===== src/rtl/cache_reader_pkg.sv =====
// Shared definitions for the cache_reader read sequencer: default widths,
// cache depth and the sequencer state encoding.
package cache_reader_pkg;

    localparam int DEF_DATA_W  = 16;
    localparam int DEF_ADDR_W  = 3;
    localparam int DEF_CNT_W   = 4;
    localparam int CACHE_DEPTH = 8;

    typedef enum logic [1:0] {
        IDLE  = 2'd0,
        FETCH = 2'd1,
        SEND  = 2'd2,
        DONE  = 2'd3
    } state_e;

endpackage


===== src/rtl/cache_reader_pairbuf.sv =====
// Two-entry capture/drain buffer: loads one or two cache words in a single
// cycle and presents them one at a time with a stall-stable registered output.
module cache_reader_pairbuf
    import cache_reader_pkg::*;
#(
    parameter int DATA_W = DEF_DATA_W
) (
    input  logic              clk,
    input  logic              rst,
    input  logic              load,
    input  logic              load_two,
    input  logic [DATA_W-1:0] din0,
    input  logic [DATA_W-1:0] din1,
    input  logic              pop,
    output logic              out_valid,
    output logic [DATA_W-1:0] out_data,
    output logic              last_pop
);

    logic [DATA_W-1:0] buf0_r;
    logic [DATA_W-1:0] buf1_r;
    logic              v0_r;
    logic              v1_r;

    // Capture on load, shift buf1 forward on each accepted sample, hold otherwise.
    always_ff @(posedge clk or negedge rst) begin
        if (!rst) begin
            buf0_r <= '0;
            buf1_r <= '0;
            v0_r   <= 1'b0;
            v1_r   <= 1'b0;
        end else if (load) begin
            buf0_r <= din0;
            v0_r   <= 1'b1;
            if (load_two) begin
                buf1_r <= din1;
                v1_r   <= 1'b1;
            end else begin
                buf1_r <= buf1_r;
                v1_r   <= 1'b0;
            end
        end else if (pop) begin
            buf0_r <= v1_r ? buf1_r : buf0_r;
            v0_r   <= v1_r;
            buf1_r <= buf1_r;
            v1_r   <= 1'b0;
        end else begin
            buf0_r <= buf0_r;
            buf1_r <= buf1_r;
            v0_r   <= v0_r;
            v1_r   <= v1_r;
        end
    end

    assign out_valid = v0_r;
    assign out_data  = buf0_r;
    assign last_pop  = pop && !v1_r;

endmodule


===== src/rtl/cache_reader.sv =====
// Read-side sequencer for the 8-entry sample cache: fetches entry pairs through
// ports A/B and streams them on valid/ready. Optional running checksum of the
// streamed samples is enabled by defining CACHE_READER_CHECKSUM_EN.
module cache_reader
    import cache_reader_pkg::*;
#(
    parameter int DATA_W = DEF_DATA_W,
    parameter int ADDR_W = DEF_ADDR_W,
    parameter int CNT_W  = DEF_CNT_W
) (
    input  logic              clk,
    input  logic              rst,
    input  logic              start,
    input  logic [ADDR_W-1:0] base_addr,
    input  logic [CNT_W-1:0]  count,
    output logic [ADDR_W-1:0] addr_a,
    output logic [ADDR_W-1:0] addr_b,
    input  logic [DATA_W-1:0] data_a,
    input  logic [DATA_W-1:0] data_b,
    output logic              out_valid,
    input  logic              out_ready,
    output logic [DATA_W-1:0] out_data,
    output logic              busy,
    output logic              done,
    output logic [DATA_W-1:0] checksum
);

    localparam logic [1:0] ST_IDLE  = IDLE;
    localparam logic [1:0] ST_FETCH = FETCH;
    localparam logic [1:0] ST_SEND  = SEND;
    localparam logic [1:0] ST_DONE  = DONE;

    localparam logic [CNT_W-1:0]  MAX_CNT = CNT_W'(CACHE_DEPTH);
    localparam logic [CNT_W-1:0]  CNT_ONE = CNT_W'(1);
    localparam logic [CNT_W-1:0]  CNT_TWO = CNT_W'(2);
    localparam logic [ADDR_W-1:0] PTR_ONE = ADDR_W'(1);
    localparam logic [ADDR_W-1:0] PTR_TWO = ADDR_W'(2);

    logic [1:0]        state_r;
    logic [1:0]        state_s;
    logic [ADDR_W-1:0] ptr_r;
    logic [ADDR_W-1:0] ptr_s;
    logic [CNT_W-1:0]  rem_r;
    logic [CNT_W-1:0]  rem_s;
    logic              busy_r;
    logic              done_r;
    logic              fetch_s;
    logic              take_two_s;
    logic              start_ok_s;
    logic              pop_s;
    logic              last_pop_s;

    assign pop_s  = out_valid && out_ready;
    assign addr_a = ptr_r;
    assign addr_b = ptr_r + PTR_ONE;

    // Sequencer next-state, pointer and remaining-count logic.
    always_comb begin
        state_s    = state_r;
        ptr_s      = ptr_r;
        rem_s      = rem_r;
        fetch_s    = 1'b0;
        take_two_s = 1'b0;
        start_ok_s = 1'b0;
        case (state_r)
            ST_IDLE: begin
                if (start) begin
                    start_ok_s = 1'b1;
                    if (count == '0) begin
                        state_s = ST_DONE;
                    end else begin
                        state_s = ST_FETCH;
                        ptr_s   = base_addr;
                        rem_s   = (count > MAX_CNT) ? MAX_CNT : count;
                    end
                end else begin
                    state_s = ST_IDLE;
                end
            end
            ST_FETCH: begin
                fetch_s    = 1'b1;
                take_two_s = (rem_r >= CNT_TWO);
                rem_s      = take_two_s ? (rem_r - CNT_TWO) : (rem_r - CNT_ONE);
                ptr_s      = ptr_r + PTR_TWO;
                state_s    = ST_SEND;
            end
            ST_SEND: begin
                if (last_pop_s) begin
                    if (rem_r != '0) begin
                        state_s = ST_FETCH;
                    end else begin
                        state_s = ST_DONE;
                    end
                end else begin
                    state_s = ST_SEND;
                end
            end
            ST_DONE: begin
                state_s = ST_IDLE;
            end
            default: begin
                state_s = ST_IDLE;
            end
        endcase
    end

    // State registers; busy/done are registered from the upcoming state.
    always_ff @(posedge clk or negedge rst) begin
        if (!rst) begin
            state_r <= ST_IDLE;
            ptr_r   <= '0;
            rem_r   <= '0;
            busy_r  <= 1'b0;
            done_r  <= 1'b0;
        end else begin
            state_r <= state_s;
            ptr_r   <= ptr_s;
            rem_r   <= rem_s;
            busy_r  <= (state_s == ST_FETCH) || (state_s == ST_SEND);
            done_r  <= (state_s == ST_DONE);
        end
    end

    assign busy = busy_r;
    assign done = done_r;

    cache_reader_pairbuf #(
        .DATA_W(DATA_W)
    ) u_pairbuf (
        .clk      (clk),
        .rst      (rst),
        .load     (fetch_s),
        .load_two (take_two_s),
        .din0     (data_a),
        .din1     (data_b),
        .pop      (pop_s),
        .out_valid(out_valid),
        .out_data (out_data),
        .last_pop (last_pop_s)
    );

`ifdef CACHE_READER_CHECKSUM_EN
    logic [DATA_W-1:0] csum_r;

    // Running modulo-2**DATA_W sum of accepted samples, cleared per burst.
    always_ff @(posedge clk or negedge rst) begin
        if (!rst) begin
            csum_r <= '0;
        end else if (start_ok_s) begin
            csum_r <= '0;
        end else if (pop_s) begin
            csum_r <= csum_r + out_data;
        end else begin
            csum_r <= csum_r;
        end
    end

    assign checksum = csum_r;
`else
    assign checksum = '0;
`endif

endmodule


===== config.mk =====
export PLATFORM = sky130hd
export DESIGN_NAME = cache_reader
export DESIGN_NICKNAME = d
export VERILOG_FILES = /design/src/rtl/cache_reader_pkg.sv /design/src/rtl/cache_reader_pairbuf.sv /design/src/rtl/cache_reader.sv
export SDC_FILE = /design/constraint.sdc
export NUM_CORES = 1
export LEC_CHECK = 0
export ABC_AREA = 1
export BUFFER_PORTS_ARGS = -buffer_cell sky130_fd_sc_hd__buf_2
export CORE_AREA = 3 3 90 92
export CTS_BUF_LIST = sky130_fd_sc_hd__clkbuf_8 sky130_fd_sc_hd__clkbuf_16
export DETAILED_ROUTE_END_ITERATION = 10
export DIE_AREA = 0 0 93 95
export PLACE_DENSITY = 0.62
export REMOVE_ABC_BUFFERS = 1
export SYNTH_ARGS = -nofsm -noshare
export SYNTH_HDL_FRONTEND = slang
export SYNTH_SLANG_ARGS = --single-unit

===== constraint.sdc =====
create_clock -name clk -period 1.5 [get_ports clk]
set_input_delay 0.225 -clock clk [delete_from_list [all_inputs] [get_ports clk]]
set_output_delay 0.225 -clock clk [all_outputs]
set_load 0.03 [all_outputs]

; Yosys cells after proc, flatten, opt, wreduce, memory -nomap -nowiden
; Cells that the tools add are included.
[word_totals]
regBits = 45
out_inout_bits = 41
[classes]
add_sub_neg = 4
n_lt_le_gt_ge = 2
n_eq_ne = 8
mux = 23
n_reduce_logical = 13
[ops]
columns = operator, n
row1 = 2-to-1 mux 16 bit, 3
row2 = 2-to-1 mux 4 bit, 4
row3 = "== test 2 bit, second input constant", 4
row4 = 2-to-1 mux 2 bit, 4
row5 = case mux 2 bit (4 select lines), 1
row6 = case mux 4 bit (2 select lines), 1
row7 = 2-to-1 mux 1 bit, 7
row8 = 2-to-1 mux 3 bit, 2
row9 = case mux 3 bit (2 select lines), 1
row10 = nonzero test 2 bit, 3
row11 = "== test 2 x 1 -> 1 bit, second input constant", 2
row12 = "greater-or-equal comparator 4 x 2 -> 1 bit, second input constant", 1
row13 = "> comparator 4 bit, second input constant", 1
row14 = logical NOT 4 bit, 1
row15 = "inequality test 2 bit, second input constant", 2
row16 = AND reduction 2 bit, 2
row17 = nonzero test 4 bit, 1
row18 = "subtractor 4 x 1 -> 4 bit, second input constant", 1
row19 = "subtractor 4 x 2 -> 4 bit, second input constant", 1
row20 = "adder 3 x 1 -> 3 bit, second input constant", 1
row21 = "adder 3 x 2 -> 3 bit, second input constant", 1
row22 = AND reduction 3 bit, 1
row23 = logical AND 1 bit, 2
row24 = logical NOT 2 bit, 1
row25 = 2 further kinds, 2

; Logic depth before layout (Yosys ltp)
[logic_depth]
word_depth = 6
ltp_mapped = 9

; Modules after synthesis
; From an unflattened synthesis, not the netlist that was laid out.
[unflattened]
hier_cells = 311
hier_area_um2 = 2463.6
[by_module_without_submodules]
columns = module, instances, cells_per_inst, area_each_um2, seq_area_each_um2
row1 = cache_reader_pairbuf, 1, 200, 1587.8, 850.8
row2 = cache_reader, 1, 111, 875.8, 275.3

; Worst setup path before layout
; OpenSTA, ideal clock, no wires.
[synth_timing]
path_kind = register -> output
from = reg ptr_r[1] (netlist: addr_a[1])
to = out addr_b[2]
arrival_ns = 1.274
setup_slack_ns = 0.001
path_stages_with_launch = 3
path_buffers = 0
path_cell_list = dfrtp_1 > ha_1 > xor2_1
[synth_between]
elab_chain_len = 1
[synth_rtl]
columns = element, line
row1 = start: declaration, cache_reader.sv:41  ; logic [ADDR_W-1:0] ptr_r;
row2 = start signal: assignment, cache_reader.sv:117  ; ptr_r <= ptr_s;
row3 = adder 3 x 1 -> 3 bit, cache_reader.sv:55  ; assign addr_b = ptr_r + PTR_ONE;
row4 = end: declaration, cache_reader.sv:17  ; output logic [ADDR_W-1:0] addr_b,
; No other way between the ends.

; Worst setup path after layout
[layout_timing]
from = reg ptr_r[0] (netlist: addr_a[0])
to = out addr_b[2]
; The elaborated chain is that of the path after synthesis.

==> flow_metrics.env <==
export IMPL_final_core_util=0.394
export IMPL_syn_instance_count=274
export IMPL_min_path_type="in -> reg"
export IMPL_grt_overflow_total=0
export IMPL_final_area_sq_mm=0.00287
export IMPL_avgSynthCellArea_sq_um=8.35
export IMPL_fin_cells=450
export IMPL_worstSetupPathType="reg -> out"
export IMPL_numPortBuffers=67
export IMPL_cts_sinks=45
export IMPL_grt_max_degree=39
export IMPL_cp_slowest_stage_delay_ns=0.40
export IMPL_drive_gt1_frac=0.282
export IMPL_ys_flop_type="dfrtp_1"
export IMPL_irDropWorstVdd_mv=0.543
export IMPL_cts_tree="yes"
export IMPL_cap_violations=0
export IMPL_fp_dieH_microns=95
export IMPL_ctsLongestPathBuffers=2
export IMPL_final_fill_count=798
export IMPL_ys_warn_count=0
export IMPL_firstDrtPassIters=4
export IMPL_yosysMostFrequentCell="nand2_1"
export IMPL_track_usage=0.122
export IMPL_place_gp_congestion=0.758
export IMPL_dr_first_iter_drc_count=45
export IMPL_cts_root_buf="clkbuf_8"
export IMPL_final_max_slew_viol_count=0
export IMPL_start_kind="flop"
export IMPL_path_cells="ha_2 > xor2_1 > buf_4"
export IMPL_dieArea_sq_mm=0.00884
export IMPL_route_detailed_drc=0
export IMPL_max_freq_mhz=698
export IMPL_ioPinCount=84
export IMPL_cp_required_ns=1.27
export IMPL_synthDistinctLibCells=24
export IMPL_nNetsFinal=399
export IMPL_synth_top_area_frac=0.492
export IMPL_num_rows=31
export IMPL_outcome="finished clean"
export IMPL_numCtsBuffers=5
export IMPL_min_period_ns=1.43
export IMPL_fin_worst_skew_ns=0.00541
export IMPL_synth_edf_count=0
export IMPL_via_count=1975
export IMPL_critPathMaxFanout=3
export IMPL_p_leak_uw=0.00148
export IMPL_setup_viol=0
export IMPL_seq_area_sq_mm=0.00113
export IMPL_multi_input_area_sq_mm=0.00100
export IMPL_die_x_microns=93
export IMPL_power_uw=6590
export IMPL_setup_tns_ns=0
export IMPL_clk_pin_slew_ns=0.08
export IMPL_cp_arrival_ns=1.21
export IMPL_grt_pass1_vias=1856
export IMPL_ys_async_sr_fraction=1.00
export IMPL_worstSetupEndpointType="output port"
export IMPL_syn_area_sq_mm=0.00229
export IMPL_avgViaCountPerCell=4.39
export IMPL_yosys_top_cells_area="dfrtp_1, nand2_1, buf_4, nand3_1, a31oi_1"
export IMPL_syn2layout_area_growth_pct=25.6
export IMPL_ys_top_cells_by_count="nand2_1, dfrtp_1, nand3_1"
export IMPL_grt_pass1_wl_microns=8490
export IMPL_dp_hpwl_microns=3940
export IMPL_power_density_mw_per_mm2=2290
export IMPL_h_tree_depth=2
export IMPL_crit_slowest_cell="dfrtp_1"
export IMPL_clk_latency_ns=0.29
export IMPL_antenna_diode_count=0
export IMPL_start_util=0.314
export IMPL_placed_cell_area_sq_mm=0.00270
export IMPL_antenna_found_initial=0
export IMPL_ys_seq_area_frac=0.492
export IMPL_post_drt_wl_per_cell_microns=12.4
export IMPL_yosys_area_top_type="dfrtp_1"
export IMPL_fin_crit_sh=0.955
export IMPL_yosys_register_bits=45
export IMPL_core_sq_mm=0.00729
export IMPL_finalWirelength_microns=5570
export IMPL_ant_nets=0
export IMPL_placed_cells=436
export IMPL_hold_viol_final=0
==> kinds of logic (layout without fill, tap and decap cells) <==
kind of cell,Yosys count,after routing,synth area share
adder cells (fa/ha/maj),6,6,0.0328
buffers and inverters,38,99,0.108
XOR/XNOR,2,2,0.00766
AO/OA/AOI/OAI,26,26,0.0689
AND/OR/NAND/NOR,156,157,0.289
flip-flops,45,45,0.492
other,1,16,0.00164
==> per-stage QoR <==
step / setup WS, ns / hold slack [ns]
6_report: 0.0669 / 0.156
5_1_grt: -0.00571 / 0.151
3_3_place_gp: 0.106 / 0.175
2_1_floorplan: -0.351 / -0.0706
4_1_cts: 0.0189 / 0.149
3_5_place_dp: 0.0340 / 0.176
==> report_power, final <==
group,internal [uW],switching (uW),total (uW)
sequential,1820,366,2190
combinational,1290,2390,3680
clock,317,400,716
total,3430,3160,6590
==> path summary, 6_finish.rpt <==
check | startpoint | to | slack [ns] | cells past startpoint
max reg2reg | rem_r[1] | busy | 0.13 | 7
min | base_addr[0] | addr_a[0] | 0.16 | 3
min in group asynchronous | rst | done | 0.40 | 2
max | addr_a[0] | addr_b[2] | 0.07 | 3
min reg2reg | u_pairbuf.buf1_r[0] | u_pairbuf.buf1_r[0] | 0.48 | 2
max in group asynchronous | rst | state_r[1] | 0.62 | 3
==> sequential cells by signal (all words and copies together) (netlist names) <==
name and flops:
rem_r 4, done 1, u_pairbuf.out_data 16, state_r 2
busy 1, u_pairbuf.v1_r 1, addr_a 3, u_pairbuf.out_valid 1
u_pairbuf.buf1_r 16
==> timing repair <==
action                                  in CTS  in global routing
endpoints found under the hold margin       14                  0
endpoints found under the setup margin       1                 38
pin swaps                                    0                  3
hold buffers                                 1                  0
resized for setup                            1                  9
buffers inserted                             1                  3
cloned                                       0                  1
==> area by class of cell <==
class,count,area share
inverters,10,0.0139
repair buffers,81,0.172
clock buffers,5,0.0240
well taps,99,0.0431
multi-input cells,207,0.349
flip-flops and latches,45,0.392
clock inverters,3,0.00523
==> metal layers <==
layer  vias up  share of wire  global-route usage
met2        44           0.51               0.221
met3         2          0.052              0.0414
met5         -              0                   0
met1       916           0.43               0.138
li1       1013              -                   -
met4         0         0.0038              0.0293
==> cells in the final DEF, fill, tap and decap left out <==
cell type      netlist  final
dlygate4sd3_1        0      1
nand2_2              1      1
nor2_4               1      2
clkbuf_8             0      5
conb_1               1     16
o21ai_0              3      2
o21ai_1              2      3
a21oi_1              2      2
buf_4               20     10
clkinvlp_4           0      1
o211ai_1             3      3
nor2_2               2      2
nand4_1              2      2
nand2_4              2      2
nand2_8              0      1
nor2_1              24     23
inv_2                2      2
ha_1                 6      4
buf_2                5     66
ha_2                 0      2
dfrtp_1             45     45
nand3b_1             1      1
nand3_1             29     29
a31oi_1             16     16
inv_1                8      9
nand2_1             94     94
xnor2_1              1      1
xor2_1               1      1
inv_4                0      1
buf_12               0      4
==> worst max-delay path, delay by kind of cell, from the launching register on <==
family | cells | cell delay, ns
xor gates and xnor gates | 1 | 0.15
adders and majority gates | 1 | 0.19
buffers and inverters | 1 | 0.18
DFF | 1 | 0.40
No activity file was read; power rests on OpenSTA's default activity.
